--- config.mk ---
export PLATFORM = sky130hd
export DESIGN_NAME = reorder_buffer
export DESIGN_NICKNAME = d
export VERILOG_FILES = /design/src/rtl/reorder_buffer.sv
export SDC_FILE = /design/constraint.sdc
export NUM_CORES = 2
export LEC_CHECK = 0
export BUFFER_PORTS_ARGS = -buffer_cell sky130_fd_sc_hd__buf_2
export CAP_MARGIN = 20
export CELL_PAD_IN_SITES_DETAIL_PLACEMENT = 1
export CELL_PAD_IN_SITES_GLOBAL_PLACEMENT = 1
export CORE_MARGIN = 5
export CORE_UTILIZATION = 50
export CTS_BUF_LIST = sky130_fd_sc_hd__clkbuf_2 sky130_fd_sc_hd__clkbuf_4 sky130_fd_sc_hd__clkbuf_8
export DETAILED_ROUTE_END_ITERATION = 8
export PLACE_DENSITY_LB_ADDON = 0.1
export SLEW_MARGIN = 5
export SYNTH_ARGS = -nofsm -noshare
export SYNTH_HDL_FRONTEND = slang
export SYNTH_SLANG_ARGS = --single-unit
--- constraint.sdc ---
create_clock -name clk -period 8.7 [get_ports clk]
set_input_delay 1.74 -clock clk [delete_from_list [all_inputs] [get_ports clk]]
set_output_delay 1.74 -clock clk [all_outputs]
set_load 0.005 [all_outputs]
--- src/rtl/reorder_buffer.sv ---
// Reorder buffer: circular in-order retirement of tagged instructions.
// Captures rs/lsb CDB results, answers operand queries and flushes on mispredict.
module reorder_buffer #(
  parameter int ROB_SIZE     = 8,
  parameter int ROB_ID_WIDTH = 3
) (
  input  logic                    clk,
  input  logic                    rst_in,
  input  logic                    rdy_in,
  input  logic                    dec2rob_en,
  input  logic [1:0]              dec_kind,
  input  logic [4:0]              dec_rd,
  input  logic [31:0]             dec_pred_pc,
  output logic                    rob_full,
  output logic [ROB_ID_WIDTH:0]   new_tag,
  input  logic [ROB_ID_WIDTH:0]   q1_lab,
  input  logic [ROB_ID_WIDTH:0]   q2_lab,
  output logic                    q1_ready,
  output logic                    q2_ready,
  output logic [31:0]             q1_val,
  output logic [31:0]             q2_val,
  input  logic                    rs_cdb_en,
  input  logic [ROB_ID_WIDTH:0]   rs_cdb2lab,
  input  logic [31:0]             rs_cdb2val,
  input  logic                    lsb_cdb_en,
  input  logic [ROB_ID_WIDTH:0]   lsb_cdb2lab,
  input  logic [31:0]             lsb_cdb2val,
  output logic                    commit_en,
  output logic [ROB_ID_WIDTH:0]   commit_lab,
  output logic [31:0]             commit_val,
  output logic [4:0]              commit_rd,
  output logic                    commit_store,
  output logic                    flush,
  output logic [31:0]             flush_pc
);

  localparam int LW = ROB_ID_WIDTH + 1;
  localparam logic [LW-1:0] SIZE_L = LW'(ROB_SIZE);

  typedef enum logic [1:0] {
    K_REG = 2'd0,
    K_BR  = 2'd1,
    K_ST  = 2'd2
  } kind_e;

  logic [ROB_SIZE-1:0]     valid_q, valid_d;
  logic [ROB_SIZE-1:0]     rdy_q, rdy_d;
  logic [1:0]              kind_q [ROB_SIZE];
  logic [1:0]              kind_d [ROB_SIZE];
  logic [4:0]              rd_q   [ROB_SIZE];
  logic [4:0]              rd_d   [ROB_SIZE];
  logic [31:0]             pc_q   [ROB_SIZE];
  logic [31:0]             pc_d   [ROB_SIZE];
  logic [31:0]             val_q  [ROB_SIZE];
  logic [31:0]             val_d  [ROB_SIZE];
  logic [ROB_ID_WIDTH-1:0] head_q, head_d;
  logic [ROB_ID_WIDTH-1:0] tail_q, tail_d;
  logic [LW-1:0]           count_q, count_d;

  logic                    commit_en_q, commit_en_d;
  logic [LW-1:0]           commit_lab_q, commit_lab_d;
  logic [31:0]             commit_val_q, commit_val_d;
  logic [4:0]              commit_rd_q, commit_rd_d;
  logic                    commit_store_q, commit_store_d;
  logic                    flush_q, flush_d;
  logic [31:0]             flush_pc_q, flush_pc_d;

  logic                    do_commit;
  logic                    do_alloc;
  logic                    mispredict;
  logic [ROB_ID_WIDTH-1:0] rs_idx, lsb_idx;
  logic                    rs_hit, lsb_hit;

  function automatic logic lab_ok(input logic [LW-1:0] lab);
    return (lab != '0) && (lab <= SIZE_L);
  endfunction

  function automatic logic [ROB_ID_WIDTH-1:0] lab2idx(
    input logic [LW-1:0] lab
  );
    logic [LW-1:0] t;
    t = lab - LW'(1);
    return t[ROB_ID_WIDTH-1:0];
  endfunction

  // {ready, value}; same-cycle CDB results bypass the stored entry
  function automatic logic [32:0] lookup(input logic [LW-1:0] lab);
    logic [ROB_ID_WIDTH-1:0] i;
    i = lab2idx(lab);
    if (lab == '0)
      return {1'b1, 32'h0};
    if (rs_cdb_en && rs_cdb2lab == lab)
      return {1'b1, rs_cdb2val};
    if (lsb_cdb_en && lsb_cdb2lab == lab)
      return {1'b1, lsb_cdb2val};
    if (lab_ok(lab) && valid_q[i] && rdy_q[i])
      return {1'b1, val_q[i]};
    return 33'h0;
  endfunction

  assign rob_full = (count_q == SIZE_L);
  assign new_tag  = {1'b0, tail_q} + LW'(1);

  always_comb begin
    {q1_ready, q1_val} = lookup(q1_lab);
    {q2_ready, q2_val} = lookup(q2_lab);
  end

  always_comb begin
    rs_idx  = lab2idx(rs_cdb2lab);
    lsb_idx = lab2idx(lsb_cdb2lab);
    rs_hit  = rs_cdb_en && lab_ok(rs_cdb2lab) && valid_q[rs_idx];
    lsb_hit = lsb_cdb_en && lab_ok(lsb_cdb2lab) && valid_q[lsb_idx];
    do_commit  = rdy_in && valid_q[head_q] && rdy_q[head_q];
    mispredict = do_commit && (kind_q[head_q] == K_BR)
              && (val_q[head_q] != pc_q[head_q]);
    do_alloc   = rdy_in && dec2rob_en && !rob_full;
  end

  always_comb begin
    valid_d        = valid_q;
    rdy_d          = rdy_q;
    kind_d         = kind_q;
    rd_d           = rd_q;
    pc_d           = pc_q;
    val_d          = val_q;
    head_d         = head_q;
    tail_d         = tail_q;
    count_d        = count_q;
    commit_en_d    = 1'b0;
    commit_store_d = 1'b0;
    flush_d        = 1'b0;
    commit_lab_d   = commit_lab_q;
    commit_val_d   = commit_val_q;
    commit_rd_d    = commit_rd_q;
    flush_pc_d     = flush_pc_q;

    if (rdy_in) begin
      // rs is applied last so it wins a same-label collision
      if (lsb_hit) begin
        rdy_d[lsb_idx] = 1'b1;
        val_d[lsb_idx] = lsb_cdb2val;
      end
      if (rs_hit) begin
        rdy_d[rs_idx] = 1'b1;
        val_d[rs_idx] = rs_cdb2val;
      end

      if (do_commit) begin
        valid_d[head_q] = 1'b0;
        rdy_d[head_q]   = 1'b0;
        head_d          = head_q + ROB_ID_WIDTH'(1);
        commit_en_d     = 1'b1;
        commit_lab_d    = {1'b0, head_q} + LW'(1);
        commit_val_d    = val_q[head_q];
        commit_rd_d     = (kind_q[head_q] == K_REG) ? rd_q[head_q] : 5'd0;
        commit_store_d  = (kind_q[head_q] == K_ST);
      end

      if (do_alloc) begin
        valid_d[tail_q] = 1'b1;
        rdy_d[tail_q]   = 1'b0;
        kind_d[tail_q]  = dec_kind;
        rd_d[tail_q]    = dec_rd;
        pc_d[tail_q]    = dec_pred_pc;
        tail_d          = tail_q + ROB_ID_WIDTH'(1);
      end

      count_d = count_q + LW'(do_alloc) - LW'(do_commit);

      if (mispredict) begin
        valid_d    = '0;
        rdy_d      = '0;
        head_d     = '0;
        tail_d     = '0;
        count_d    = '0;
        flush_d    = 1'b1;
        flush_pc_d = val_q[head_q];
      end
    end
  end

  always_ff @(posedge clk) begin
    if (!rst_in) begin
      valid_q        <= '0;
      rdy_q          <= '0;
      head_q         <= '0;
      tail_q         <= '0;
      count_q        <= '0;
      commit_en_q    <= 1'b0;
      commit_lab_q   <= '0;
      commit_val_q   <= '0;
      commit_rd_q    <= '0;
      commit_store_q <= 1'b0;
      flush_q        <= 1'b0;
      flush_pc_q     <= '0;
    end else begin
      valid_q        <= valid_d;
      rdy_q          <= rdy_d;
      head_q         <= head_d;
      tail_q         <= tail_d;
      count_q        <= count_d;
      commit_en_q    <= commit_en_d;
      commit_lab_q   <= commit_lab_d;
      commit_val_q   <= commit_val_d;
      commit_rd_q    <= commit_rd_d;
      commit_store_q <= commit_store_d;
      flush_q        <= flush_d;
      flush_pc_q     <= flush_pc_d;
    end
  end

  // Entry payload needs no reset: valid/ready gate every use
  always_ff @(posedge clk) begin
    kind_q <= kind_d;
    rd_q   <= rd_d;
    pc_q   <= pc_d;
    val_q  <= val_d;
  end

  assign commit_en    = commit_en_q;
  assign commit_lab   = commit_lab_q;
  assign commit_val   = commit_val_q;
  assign commit_rd    = commit_rd_q;
  assign commit_store = commit_store_q;
  assign flush        = flush_q;
  assign flush_pc     = flush_pc_q;

endmodule

Yosys cells after proc, flatten, opt, wreduce, memory -nomap -nowiden
Cells that the tools add are included.
{"block": "totals", "register_bits": 670, "in_bits": 125}
{"block": "op_classes", "n_addsub": 10, "order_cmp": 23, "eq_ne": 8, "muxes": 116, "n_bitwise": 14, "n_reduce_logical": 46}
{"operator": "256-bit bitwise mux", "n": 3}
{"operator": "256-bit 2-to-1 mux", "n": 3}
{"operator": "33-bit 2-to-1 mux", "n": 16}
{"operator": "32-bit binary-select mux with 3-bit select", "n": 4}
{"operator": "32-bit 2-to-1 mux", "n": 11}
{"operator": "32-bit demux with 3-bit select", "n": 3}
{"operator": "8-bit 2-to-1 mux", "n": 12}
{"operator": "40-bit bitwise mux", "n": 1}
{"operator": "1-bit 2-to-1 mux", "n": 34}
{"operator": "32-bit != test", "n": 1}
{"operator": "1-bit logical AND", "n": 29}
{"operator": "8-bit bitwise AND", "n": 3}
{"operator": "1-bit binary-select mux with 3-bit select", "n": 8}
{"operator": "4-bit >= comparator, second input constant", "n": 6}
{"operator": "3-bit by 4-bit < comparator with 1-bit output, second input constant", "n": 6}
{"operator": "3-bit inverter with 4-bit output", "n": 6}
{"operator": "8-bit OR", "n": 3}
{"operator": "5-bit 2-to-1 mux", "n": 4}
{"operator": "16-bit bitwise mux", "n": 1}
{"operator": "4-bit equality test", "n": 4}
{"operator": "4-bit less-or-equal comparator, second input constant", "n": 4}
{"operator": "8-bit inverter", "n": 2}
{"operator": "4-bit nonzero test", "n": 4}
{"operator": "5-bit binary-select mux with 3-bit select", "n": 1}
{"operator": "other kinds (23)", "n": 48}

Longest topological paths before layout
{"block": "logic_depth", "word_depth": 17, "ltp_mapped": 17}

Worst setup path after synthesis
Ideal clock, no wire load.
{"block": "synth_path", "path_type": "input-to-reg", "startpoint": "input port rdy_in", "endpoint": "register kind_q[14] (netlist bit), enable pin", "setup_time_ns": 0.539, "t_arrival_ns": 6.294, "setup_slack_ns": 1.867, "stages": 5, "cell_sequence": "clkbuf_1 and3_1 clkbuf_1 inv_1 nor4_1"}
{"block": "synth_via", "elab_chain_len": 3}
{"element": "from (decl)", "line_no": "9", "rtl": "input logic rdy_in,"}
{"element": "1-bit logical AND (2 in a row)", "line_no": "117", "rtl": "do_alloc = rdy_in && dec2rob_en && !rob_full;"}
{"element": "2-bit AND reduction (no line) (*)"}
{"element": "to (signal assigned)", "line_no": "215", "rtl": "kind_q <= kind_d;"}
{"element": "to (decl)", "line_no": "48", "rtl": "logic [1:0] kind_q [ROB_SIZE];"}
Mark *: on every way between the ends. The rest lies on a longest branch, timed or not.
A chain may end at the register's enable or synchronous reset.

Final worst setup path
{"block": "layout_path", "startpoint": "input port q2_lab[0]", "endpoint": "output port q2_val[26]"}
{"block": "layout_via", "elab_chain_len": 13, "word_cells_on_any_way": 36, "classes_between": "1 x add/sub; 1 x order compare; 2 x eq/ne; 24 x mux; 1 x bitwise; 7 x reduce/logical"}
{"element": "from (decl)", "line_no": "17", "rtl": "input logic [ROB_ID_WIDTH:0] q2_lab,"}
{"element": "3-bit by 1-bit subtractor with 3-bit output", "line_no": "82", "rtl": "t = lab - LW'(1);"}
{"element": "1-bit binary-select mux with 3-bit select", "line_no": "96", "rtl": "if (lab_ok(lab) && valid_q[i] && rdy_q[i])"}
{"element": "1-bit 2-to-1 mux (implied by the code)", "line_no": "96"}
{"element": "1-bit logical AND (2 in a row)", "line_no": "96"}
{"element": "1-bit 2-to-1 mux (2 in a row)", "line_no": "96"}
{"element": "1-bit 2-to-1 mux", "line_no": "94", "rtl": "if (lsb_cdb_en && lsb_cdb2lab == lab)"}
{"element": "1-bit 2-to-1 mux", "line_no": "92", "rtl": "if (rs_cdb_en && rs_cdb2lab == lab)"}
{"element": "33-bit 2-to-1 mux", "line_no": "98", "rtl": "return 33'h0;"}
{"element": "33-bit 2-to-1 mux", "line_no": "96"}
{"element": "33-bit 2-to-1 mux", "line_no": "94"}
{"element": "33-bit 2-to-1 mux (*)", "line_no": "92"}
{"element": "to (decl)", "line_no": "21", "rtl": "output logic [31:0] q2_val,"}
Mark *: on every way between the ends. The rest lies on a longest branch, timed or not. The select of a mux whose other input is x is not followed.

==> run_summary.xml <==
<?xml version="1.0" encoding="UTF-8"?>
<metrics>
  <group name="outcome">
    <metric name="status" unit="">finished, final reports clean</metric>
  </group>
  <group name="drt">
    <metric name="route.antenna.remaining_nets" unit="">0</metric>
    <metric name="avgRoutedWirePerCell" unit="µm">29.8</metric>
    <metric name="route.final.wire_length" unit="µm">123000</metric>
    <metric name="avgViaCountPerCell" unit="">6.51</metric>
    <metric name="num_vias" unit="">26906</metric>
    <metric name="drtIter0Drc" unit="">2367</metric>
    <metric name="firstDrtPassIters" unit="">5</metric>
    <metric name="detail_route.drc_violations" unit="">0</metric>
  </group>
  <group name="floorplan">
    <metric name="row_cnt" unit="">100</metric>
    <metric name="die-height" unit="µm">283</metric>
    <metric name="die_area" unit="mm²">0.0799</metric>
    <metric name="core_area" unit="mm²">0.0741</metric>
    <metric name="io_pins" unit="">272</metric>
    <metric name="die_width" unit="µm">283</metric>
    <metric name="initial_core_utilization" unit="%">50.2</metric>
  </group>
  <group name="timing">
    <metric name="slew_headroom" unit="%">30.1</metric>
    <metric name="finalCritPeriodShare" unit="%">75.6</metric>
    <metric name="finalMaxSlewViolations" unit="">0</metric>
    <metric name="fin_worst_skew" unit="ps">73.0</metric>
    <metric name="tightest_slew" unit="ps">1050</metric>
    <metric name="totalNegativeSetupSlack" unit="ps">0</metric>
    <metric name="setup_repair_after_global_routing_missed_its_margin" unit="">no</metric>
    <metric name="setup-violations-final" unit="">0</metric>
    <metric name="min_clock_period_post_route" unit="ps">6580</metric>
    <metric name="setup_ws" unit="ps">2120</metric>
    <metric name="hold_viol" unit="">0</metric>
    <metric name="maxClockFrequency" unit="GHz">0.152</metric>
  </group>
  <group name="synth">
    <metric name="post_synth_top_area_cell" unit="">sky130_fd_sc_hd__edfxtp_1</metric>
    <metric name="synth_warnings" unit="">0</metric>
    <metric name="syn_area_per_cell" unit="µm²">12.7</metric>
    <metric name="synth_cell_types" unit="">53</metric>
    <metric name="ff_latch_count_synth" unit="">670</metric>
    <metric name="postSynth.asyncResetShare" unit="%">0</metric>
    <metric name="synth_largest_type_area_fraction" unit="%">45.9</metric>
    <metric name="syn_area" unit="mm²">0.0372</metric>
    <metric name="synth_fp_nets" unit="">3058</metric>
    <metric name="synth_sequential_area_ratio" unit="%">51.4</metric>
    <metric name="synthCells" unit="">2919</metric>
    <metric name="dominantRegCellSynth" unit="">sky130_fd_sc_hd__edfxtp_1</metric>
    <metric name="synth.area.top_cells" unit="">sky130_fd_sc_hd__edfxtp_1 46%, sky130_fd_sc_hd__mux4_2 17%, sky130_fd_sc_hd__mux2i_1 11%</metric>
    <metric name="synth-edff-count" unit="">568</metric>
  </group>
  <group name="flow_run">
    <metric name="maxCapViolCount" unit="">0</metric>
  </group>
  <group name="global_routing">
    <metric name="grtUsageTotal" unit="%">30.4</metric>
    <metric name="first_global_vias" unit="">27884</metric>
    <metric name="global_route_wire_length_before_repair" unit="µm">182000</metric>
    <metric name="grt_start_max_net_pins" unit="">154</metric>
    <metric name="globalRoute.totalOverflow" unit="">0</metric>
    <metric name="grt_antenna_before_repair" unit="">18</metric>
  </group>
  <group name="cts">
    <metric name="ctsRootBufferMaster" unit="">sky130_fd_sc_hd__clkbuf_8</metric>
    <metric name="post_cts.repair.setup_buffers" unit="">0</metric>
    <metric name="worstSkewPairLatency" unit="ps">770</metric>
    <metric name="clk_pin_slew_worst_paths" unit="ps">60</metric>
    <metric name="postCtsResizedCells" unit="">0</metric>
    <metric name="cts.path.max_buffers" unit="">3</metric>
    <metric name="cts_hold_buffers" unit="">0</metric>
    <metric name="clkSinkCount" unit="">670</metric>
    <metric name="ctsHtreeMaxLevel" unit="">3</metric>
    <metric name="tritoncts" unit="">done</metric>
    <metric name="cts_made_buffers" unit="">110</metric>
  </group>
  <group name="cells_and_area">
    <metric name="final_common_cell" unit="">sky130_fd_sc_hd__edfxtp_1</metric>
    <metric name="drive_above_1_share" unit="%">27.5</metric>
    <metric name="nNetsFinal" unit="">3197</metric>
    <metric name="commonest_cells_after_routing_fill_and_taps_aside" unit="">568 x sky130_fd_sc_hd__edfxtp_1, 402 x sky130_fd_sc_hd__nor2_1, 393 x sky130_fd_sc_hd__mux2i_1</metric>
    <metric name="flow.area_growth_from_synthesis" unit="%">11.8</metric>
  </group>
  <group name="critical_path">
    <metric name="cp_data_arrival_time" unit="ps">4840</metric>
    <metric name="worstPathMaxFanout" unit="">36</metric>
    <metric name="critical_path.endpoint_type" unit="">output port</metric>
    <metric name="crit_top_cell" unit="">sky130_fd_sc_hd__buf_4</metric>
    <metric name="crit_slowest_cell" unit="">sky130_fd_sc_hd__buf_4</metric>
    <metric name="worst_ep_required_time" unit="ps">6960</metric>
    <metric name="timing.setup.critical_path_class" unit="">in -&gt; out</metric>
    <metric name="crit_path_start_kind" unit="">input port</metric>
    <metric name="timing.critical_path.slowest_cell_delay" unit="ps">800</metric>
    <metric name="cp_cell_sequence" unit="">buf_4 &gt; buf_4 &gt; buf_4 &gt; mux4_2 &gt; mux2i_1 &gt; o311ai_0 &gt; o21ai_0 &gt; nor2_1 &gt; buf_2</metric>
  </group>
  <group name="placement">
    <metric name="detailed_place_hpwl" unit="µm">75400</metric>
    <metric name="replace_congestion" unit="">0.839</metric>
    <metric name="io_buffers" unit="">271</metric>
    <metric name="post-place-ws" unit="ps">2120</metric>
  </group>
  <group name="power_and_ir_drop">
    <metric name="total_power" unit="mW">7.41</metric>
    <metric name="total_leakage_power" unit="nW">16.1</metric>
    <metric name="powerDensity" unit="mW/mm²">178</metric>
    <metric name="irDropWorstVdd" unit="V">0.000133</metric>
  </group>
  <group name="hold_path">
    <metric name="worst_hold_path_type" unit="">reg -&gt; reg</metric>
  </group>
</metrics>
sequential cells by signal, indices dropped and copies added, names as in the netlist:
register	count
commit_val	32
head_q	3
tail_q	3
flush_pc	32
count_q	4
val_q	256
pc_q	256
rd_q	40
kind_q	16
commit_rd	5
commit_store	1
rdy_q	8
commit_lab	4
valid_q	8
commit_en	1
flush	1
cell type report:
| type | count | area (µm²) |
|---|---|---|
| fill | 7430 | 32500 |
| sequential | 670 | 19100 |
| multi-input combinational | 1925 | 17000 |
| clock buffer | 157 | 1900 |
| timing repair buffer | 327 | 1850 |
| tap | 969 | 1210 |
| clock inverter | 52 | 405 |
| inverter | 24 | 90.1 |
| antenna | 11 | 27.5 |
cells by family after synthesis:
| logic type | share of synthesized area [%] |
|---|---|
| muxes | 28.5 |
| and+or+nand+nor | 8.07 |
| DFF | 51.4 |
| AOI/OAI and AO/OA | 6.62 |
| buffers and inverters | 3.54 |
| xor gates and xnor gates | 1.41 |
| adders and majority gates | 0.491 |
final timing paths:
check                startpoint       endpoint  slack, ps  cells after the start
setup reg to reg      head_q[1]      head_q[0]       4000                      9
hold / removal    commit_lab[3]  commit_lab[3]        460                      2
setup / recovery      q2_lab[0]     q2_val[26]       2120                      9
hold reg to reg   commit_lab[3]  commit_lab[3]        460                      2
where the power goes:
group          internal, mW  switching (mW)  leakage [nW]  total (mW)
sequential             3.61          0.0902          6.15        3.70
clock                  1.55            1.36          1.22        2.91
combinational         0.340           0.469          8.76       0.809
per-layer routing:
metal	up-vias	track usage, %	wire length, µm
met5	-	0	57
met3	257	6.21	9450
met1	13958	40.4	49500
li1	11469	-	-
met2	1214	49.5	59300
met4	8	12.3	4900
synthesized netlist by cell type, drive strengths merged, types with 10 or more instances:
| library cell | n |
|---|---|
| mux2 | 37 |
| mux4 | 277 |
| nand3 | 19 |
| edfxtp | 568 |
| nor4 | 10 |
| inv | 23 |
| ha | 13 |
| clkbuf | 200 |
| xor2 | 51 |
| nor3 | 93 |
| mux2i | 393 |
| dfxtp | 102 |
| nand2 | 129 |
| nand4 | 17 |
| buf | 100 |
| nor2 | 407 |
| o311ai | 32 |
| o21ai | 44 |
| a21oi | 312 |
| a211oi | 33 |
critical path: cells and delay by family:
kind / cells / cell delay [ps]
simple gates: 1 / 60
compound gates: 2 / 300
buf+inv: 4 / 1610
mux: 2 / 1060
per-stage QoR:
stage | cells | hold WS, ps | utilization (%) | area, µm²
floorplan | 2919 | 451 | - | 37200
global placement | 3914 | 443 | 52.9 | 39200
detailed placement | 3914 | 447 | 52.9 | 39200
CTS | 4123 | 459 | 56.1 | 41500
global route | 4133 | 491 | 56.1 | 41600
finish | 4135 | 455 | 56.1 | 41600
No activity file was read; power rests on OpenSTA's default activity.
